`src/rtl/ram_copier_if.sv`:
```
// Single-port synchronous RAM bus as seen from the initiator (master) and the RAM (slave).
// data_out is registered: one cycle read latency, and it is not updated on write cycles.
interface ram_copier_if #(
    parameter int ADDR_W = 15,
    parameter int DATA_W = 16
);
    logic [ADDR_W-1:0] mem_addr;
    logic [DATA_W-1:0] mem_wdata;
    logic              mem_we;
    logic [DATA_W-1:0] mem_rdata;

    modport master (
        output mem_addr,
        output mem_wdata,
        output mem_we,
        input  mem_rdata
    );

    modport slave (
        input  mem_addr,
        input  mem_wdata,
        input  mem_we,
        output mem_rdata
    );
endinterface

```
`src/rtl/ram_copier.sv`:
```
// Block copy / fill engine driving a single-port synchronous RAM.
// Copy alternates READ/WRITE per word; fill writes one word per cycle.
module ram_copier #(
    parameter int ADDR_W = 15,
    parameter int DATA_W = 16
) (
    input  logic              clk,
    input  logic              rst_n,
    input  logic              start,
    input  logic              mode,
    input  logic [ADDR_W-1:0] src_addr,
    input  logic [ADDR_W-1:0] dst_addr,
    input  logic [15:0]       length,
    input  logic [DATA_W-1:0] fill_value,
    input  logic              abort,
    output logic              busy,
    output logic              done,
    output logic [15:0]       words_done,
    ram_copier_if.master      mem
);

    typedef enum logic [1:0] {
        IDLE  = 2'd0,
        READ  = 2'd1,
        WRITE = 2'd2,
        DONE  = 2'd3
    } state_t;

    state_t            state, state_n;
    logic              mode_r;
    logic [ADDR_W-1:0] src_r;
    logic [ADDR_W-1:0] dst_r;
    logic [15:0]       len_r;
    logic [DATA_W-1:0] fill_r;
    logic              accept;
    logic              last;

    // words_done doubles as the word index i: both clear at start and step on every WRITE.
    assign accept = (state == IDLE) && start;
    assign last   = ((words_done + 16'd1) == len_r);

    always_ff @(posedge clk or negedge rst_n) begin
        if (!rst_n) begin
            state      <= IDLE;
            words_done <= '0;
        end else begin
            state <= state_n;
            if (accept)
                words_done <= '0;
            else if (state == WRITE)
                words_done <= words_done + 16'd1;
        end
    end

    // Command fields are pure data; they are only meaningful after an accepted start.
    always_ff @(posedge clk) begin
        if (accept) begin
            mode_r <= mode;
            src_r  <= src_addr;
            dst_r  <= dst_addr;
            len_r  <= length;
            fill_r <= fill_value;
        end
    end

    always_comb begin
        state_n       = state;
        busy          = 1'b0;
        done          = 1'b0;
        mem.mem_addr  = '0;
        mem.mem_wdata = '0;
        mem.mem_we    = 1'b0;
        case (state)
            IDLE: begin
                if (start) begin
                    if (length == 16'd0)
                        state_n = DONE;
                    else
                        state_n = mode ? WRITE : READ;
                end
            end
            READ: begin
                busy         = 1'b1;
                mem.mem_addr = src_r + words_done[ADDR_W-1:0];
                state_n      = abort ? IDLE : WRITE;
            end
            WRITE: begin
                busy          = 1'b1;
                mem.mem_addr  = dst_r + words_done[ADDR_W-1:0];
                mem.mem_we    = 1'b1;
                mem.mem_wdata = mode_r ? fill_r : mem.mem_rdata;
                if (abort)
                    state_n = IDLE;
                else if (last)
                    state_n = DONE;
                else
                    state_n = mode_r ? WRITE : READ;
            end
            DONE: begin
                done    = 1'b1;
                state_n = IDLE;
            end
            default: state_n = IDLE;
        endcase
    end

endmodule

```
`src/flat_wrapper.sv`:
```
// flat-port wrapper written by rule: the top's interface ports become plain ports
module ram_copier_flat 
#(
    parameter int ADDR_W = 15,
    parameter int DATA_W = 16
)
  (clk, rst_n, start, mode, src_addr, dst_addr, length, fill_value, abort, busy, done, words_done, mem_mem_addr, mem_mem_wdata, mem_mem_we, mem_mem_rdata);
  ram_copier_if #(.ADDR_W(ADDR_W), .DATA_W(DATA_W)) mem_i ();
  input  logic clk;
  input  logic rst_n;
  input  logic start;
  input  logic mode;
  input  logic [ADDR_W-1:0] src_addr;
  input  logic [ADDR_W-1:0] dst_addr;
  input  logic [15:0] length;
  input  logic [DATA_W-1:0] fill_value;
  input  logic abort;
  output logic busy;
  output logic done;
  output logic [15:0] words_done;
  output wire logic [$bits(mem_i.mem_addr)-1:0] mem_mem_addr;
  output wire logic [$bits(mem_i.mem_wdata)-1:0] mem_mem_wdata;
  output wire logic [$bits(mem_i.mem_we)-1:0] mem_mem_we;
  input wire logic [$bits(mem_i.mem_rdata)-1:0] mem_mem_rdata;
  assign mem_mem_addr = mem_i.mem_addr;
  assign mem_mem_wdata = mem_i.mem_wdata;
  assign mem_mem_we = mem_i.mem_we;
  assign mem_i.mem_rdata = mem_mem_rdata;
  ram_copier #(.ADDR_W(ADDR_W), .DATA_W(DATA_W)) u_core (.clk(clk), .rst_n(rst_n), .start(start), .mode(mode), .src_addr(src_addr), .dst_addr(dst_addr), .length(length), .fill_value(fill_value), .abort(abort), .busy(busy), .done(done), .words_done(words_done), .mem(mem_i));
endmodule
```
`config.mk`:
```
export PLATFORM = sky130hd
export DESIGN_NAME = ram_copier_flat
export DESIGN_NICKNAME = d
export VERILOG_FILES = /design/src/rtl/ram_copier_if.sv /design/src/rtl/ram_copier.sv /design/src/flat_wrapper.sv
export SDC_FILE = /design/constraint.sdc
export NUM_CORES = 1
export LEC_CHECK = 0
export CORE_AREA = 2 2 127 129
export DETAILED_ROUTE_END_ITERATION = 12
export DIE_AREA = 0 0 129 131
export PLACE_DENSITY = 0.62
export REMOVE_ABC_BUFFERS = 1
export SYNTH_ARGS = -nofsm -noshare
export SYNTH_HDL_FRONTEND = slang
export SYNTH_SLANG_ARGS = --single-unit
```
`constraint.sdc`:
```
create_clock -name clk -period 3.8 [get_ports clk]
set_input_delay 0.57 -clock clk [delete_from_list [all_inputs] [get_ports clk]]
set_output_delay 0.57 -clock clk [all_outputs]
set_load 0.1 [all_outputs]
```
==> flow_metrics.py <==
metrics = {
    "final_layout": {
        "finalNetCount": 641,
        "areaGrowthSynthToFinish_pct": 51.1,
        "post_route_cells_drive_above_1_share": 0.232,
        "n_antenna_cell": 0,
        "stdcell_count": 758,
        "multi_input_area_sq_um": 2390,
        "filler_cell_count": 1439,
        "ff_latch_area_sq_um": 2340,
    },
    "yosys": {
        "synthAdderAreaFrac": 0.0590,
        "number_of_synthesized_flops_with_an_enable_pin": 63,
        "register_bit_total_from_synthesis": 81,
        "synth_compound_gate_area_share": 0.0751,
        "synth_simple_gate_area_share": 0.166,
        "main_combinational_cell_family_by_area_after_synthesis": "simple AND/OR/NAND/NOR gates",
        "yosys_warnings": 0,
        "synth_flop_type": "edfxtp_1",
        "yosysUniqueCellTypes": 54,
        "async_flop_share": 0.222,
        "post_synth_xor_area_fraction": 0.0765,
        "ys_seq_area_frac": 0.511,
        "mean_post_synth_cell_area_sq_um": 11.6,
        "postSynthCellCount": 394,
        "muxShareOfSynthArea": 0.0803,
        "synth.cell_area_sq_um": 4580,
    },
    "power_and_ir_drop": {
        "power_mw": 5.44,
        "cellPowerDensity_nw_per_um2": 786,
        "total_leakage_power_nw": 2.58,
        "max-vdd-ir-drop_mv": 0.518,
    },
    "route": {
        "ant_nets": 0,
        "1st_pass_router_iterations": 4,
        "post_drt_via_cell_ratio": 4.72,
        "drtIter0Drc": 183,
        "via_count": 3574,
        "drt-wirelength-per-cell_um": 16.4,
        "drt_wl_total_um": 12400,
        "detail_route.drc_violations": 0,
    },
    "global_routing": {
        "number_of_global_route_vias_before_repair": 3656,
        "grt.total_usage": 0.144,
        "initial_antenna_violation_count": 0,
        "grt_first_pass_wirelength_um": 18500,
        "global_route.overflow_total": 0,
        "grt_max_degree": 80,
    },
    "worst_setup_path": {
        "cp-end-kind": "output pin",
        "crit_required_ns": 3.23,
        "worstSetupStartpointType": "flop",
        "path_max_fanout": 6,
        "classification_of_the_worst_setup_path": "reg -> out",
        "worst_ep_arrival_time_ns": 3.22,
    },
    "sta": {
        "hold_violations": 0,
        "worst-slew-pin-transition_ns": 1.02,
        "post-route-period-util": 0.997,
        "achievable-frequency_mhz": 264,
        "timing.final.crit_period_ns": 3.79,
        "slew-limit-headroom": 0.319,
        "timing.final.setup_violations": 0,
        "fin_worst_hold_slack_ns": 0.599,
        "setup_tns_ns": 0,
        "final-max-slew-violation-count": 0,
        "timing.clock.skew_ns": 0.00919,
        "grt_setup_unrepaired": "true",
    },
    "placed_design": {
        "place_congestion": 0.819,
        "dp_cells": 730,
        "detailed_place_hpwl_um": 8760,
        "buffer_ports.inserted": 132,
    },
    "min_path": {
        "worstHoldPathType": "reg -> reg",
    },
    "clocking": {
        "worstSkewPairLatency_ns": 0.34,
        "count_of_hold_buffers_inserted_by_post_cts_repair": 0,
        "clock-root-buffer": "clkbuf_16",
        "tritoncts": "built",
        "clock-sinks": 81,
        "cts.reportedPaths.clkPinSlew_ns": 0.06,
        "htree_num_levels": 3,
        "cts_buffer_depth": 2,
        "cts_inserted_buffers": 9,
    },
    "die": {
        "initial_core_util": 0.294,
        "die-height_um": 131,
        "fp.coreArea_sq_um": 15600,
        "floorplan.die.width_um": 129,
        "top_level_ports": 133,
        "design.die.area_sq_um": 16900,
        "floorplan.rows": 46,
    },
    "job": {
        "number_of_max_cap_violations": 0,
    },
    "status": {
        "status": "completed",
    },
}
[final timing paths]
path                                            start                    end  slack, ns  depth (start not counted)
worst min register to register  u_core.words_done[15]  u_core.words_done[15]       0.60                          2
worst max register to register   u_core.words_done[1]        u_core.state[0]       1.48                          7
max in group asynchronous                       rst_n  u_core.words_done[15]       2.53                          1
min in group asynchronous                       rst_n   u_core.words_done[3]       0.73                          1
worst max-delay path                  u_core.state[0]       mem_mem_addr[13]       0.01                         12
worst min-delay path            u_core.words_done[15]  u_core.words_done[15]       0.60                          2
[through the flow]
step | area [sq um] | setup slack [ns] | utilization
finish | 6920 | 0.0131 | 0.444
global route | 6920 | -0.141 | 0.444
CTS | 6590 | 0.0144 | 0.422
detailed placement | 6220 | -0.0878 | 0.399
global placement | 6220 | 0.121 | 0.399
floorplan | 4490 | -2.76 | -
[logic make-up after synthesis]
group / count (synthesis)
AND/OR/NAND/NOR: 134
flip-flops: 81
AO/OA/AOI/OAI: 52
XOR/XNOR: 40
multiplexers: 35
buffers and inverters: 31
adder cells (fa/ha/maj): 21
[metal layers]
| layer | track usage | wire [um] |
|---|---|---|
| met1 | 0.170 | 5100 |
| met4 | 0.0473 | 92 |
| met3 | 0.0468 | 669 |
| met5 | 0 | 0 |
| met2 | 0.249 | 6540 |
[flip-flops by register name (all words and copies together), names as in the netlist]
signal and count:
u_core.fill_r 16, u_core.len_r 16, u_core.words_done 16, u_core.dst_r 15
u_core.src_r 15, u_core.state 2, u_core.mode_r 1
[power by group]
group | switching [mW] | internal, mW | total [mW]
Combinational | 2.18 | 1.14 | 3.32
Sequential | 0.0980 | 1.16 | 1.26
Clock | 0.349 | 0.508 | 0.857
Total | 2.63 | 2.81 | 5.44
[cell type report]
| type | count | share of cell area |
|---|---|---|
| Clock buffer | 11 | 0.0336 |
| Sequential cell | 81 | 0.339 |
| Tap cell | 216 | 0.0391 |
| Timing Repair Buffer | 149 | 0.228 |
| Multi-Input combinational cell | 282 | 0.345 |
| Clock inverter | 5 | 0.00814 |
| Inverter | 14 | 0.00760 |
[worst max-delay path: stages, from the launching register on]
cell       delay [ns]
dfrtp_1          0.42
inv_2            0.12
ha_4             0.23
clkbuf_16        0.17
buf_4            0.10
mux2_2           0.34
ha_4             0.16
a21oi_2          0.26
o21bai_4         0.12
a311oi_2         0.31
o21bai_1         0.16
mux2i_2          0.26
buf_12           0.21
[cells in the mapped netlist, drive strengths merged, types with 10 or more instances]
cell type,count,area share
nor2b,19,0.026
inv,14,0.011
ha,20,0.055
mux2,14,0.034
a21oi,15,0.016
dfrtp,18,0.098
edfxtp,63,0.41
mux2i,21,0.046
nand3,11,0.012
nand4,10,0.018
nor2,41,0.035
xnor2,23,0.044
o21ai,14,0.015
nand2,16,0.013
xor2,17,0.033
[timing repair]
item	CTS	global route
resized for setup	12	48
setup buffers	2	9
setup endpoints to repair	8	9
gates cloned	0	1
pin swaps	1	14
[layout by cell type, fill, tap and decap left out, types with 3 or more instances in the layout]
cell type        Yosys  routed
nand4_1              8       8
edfxtp_1            63      63
nand3_1             11      11
nor3_1               8       6
clkdlybuf4s50_1      0      99
nor4_1               4       4
clkbuf_16            0      10
and4_1               4       3
nand2b_1             3       3
a211o_1              3       3
nor2_2               0       3
a21oi_1             15      11
ha_4                 0      11
inv_1               14      12
mux2i_1             21      20
a21oi_2              0       3
xor2_1              17      17
and3_1               3       3
dfrtp_1             18      18
nor2b_1             19      18
xnor2_1             23      23
o21a_1               3       3
nor2_1              40      36
or3_1                3       3
ha_1                20       8
buf_4                2      33
mux2_4               0       3
buf_12               0      14
mux2_2              14      11
o21ai_0             14      11
nand2_1             16      15
(Power assumes the default switching activity.)
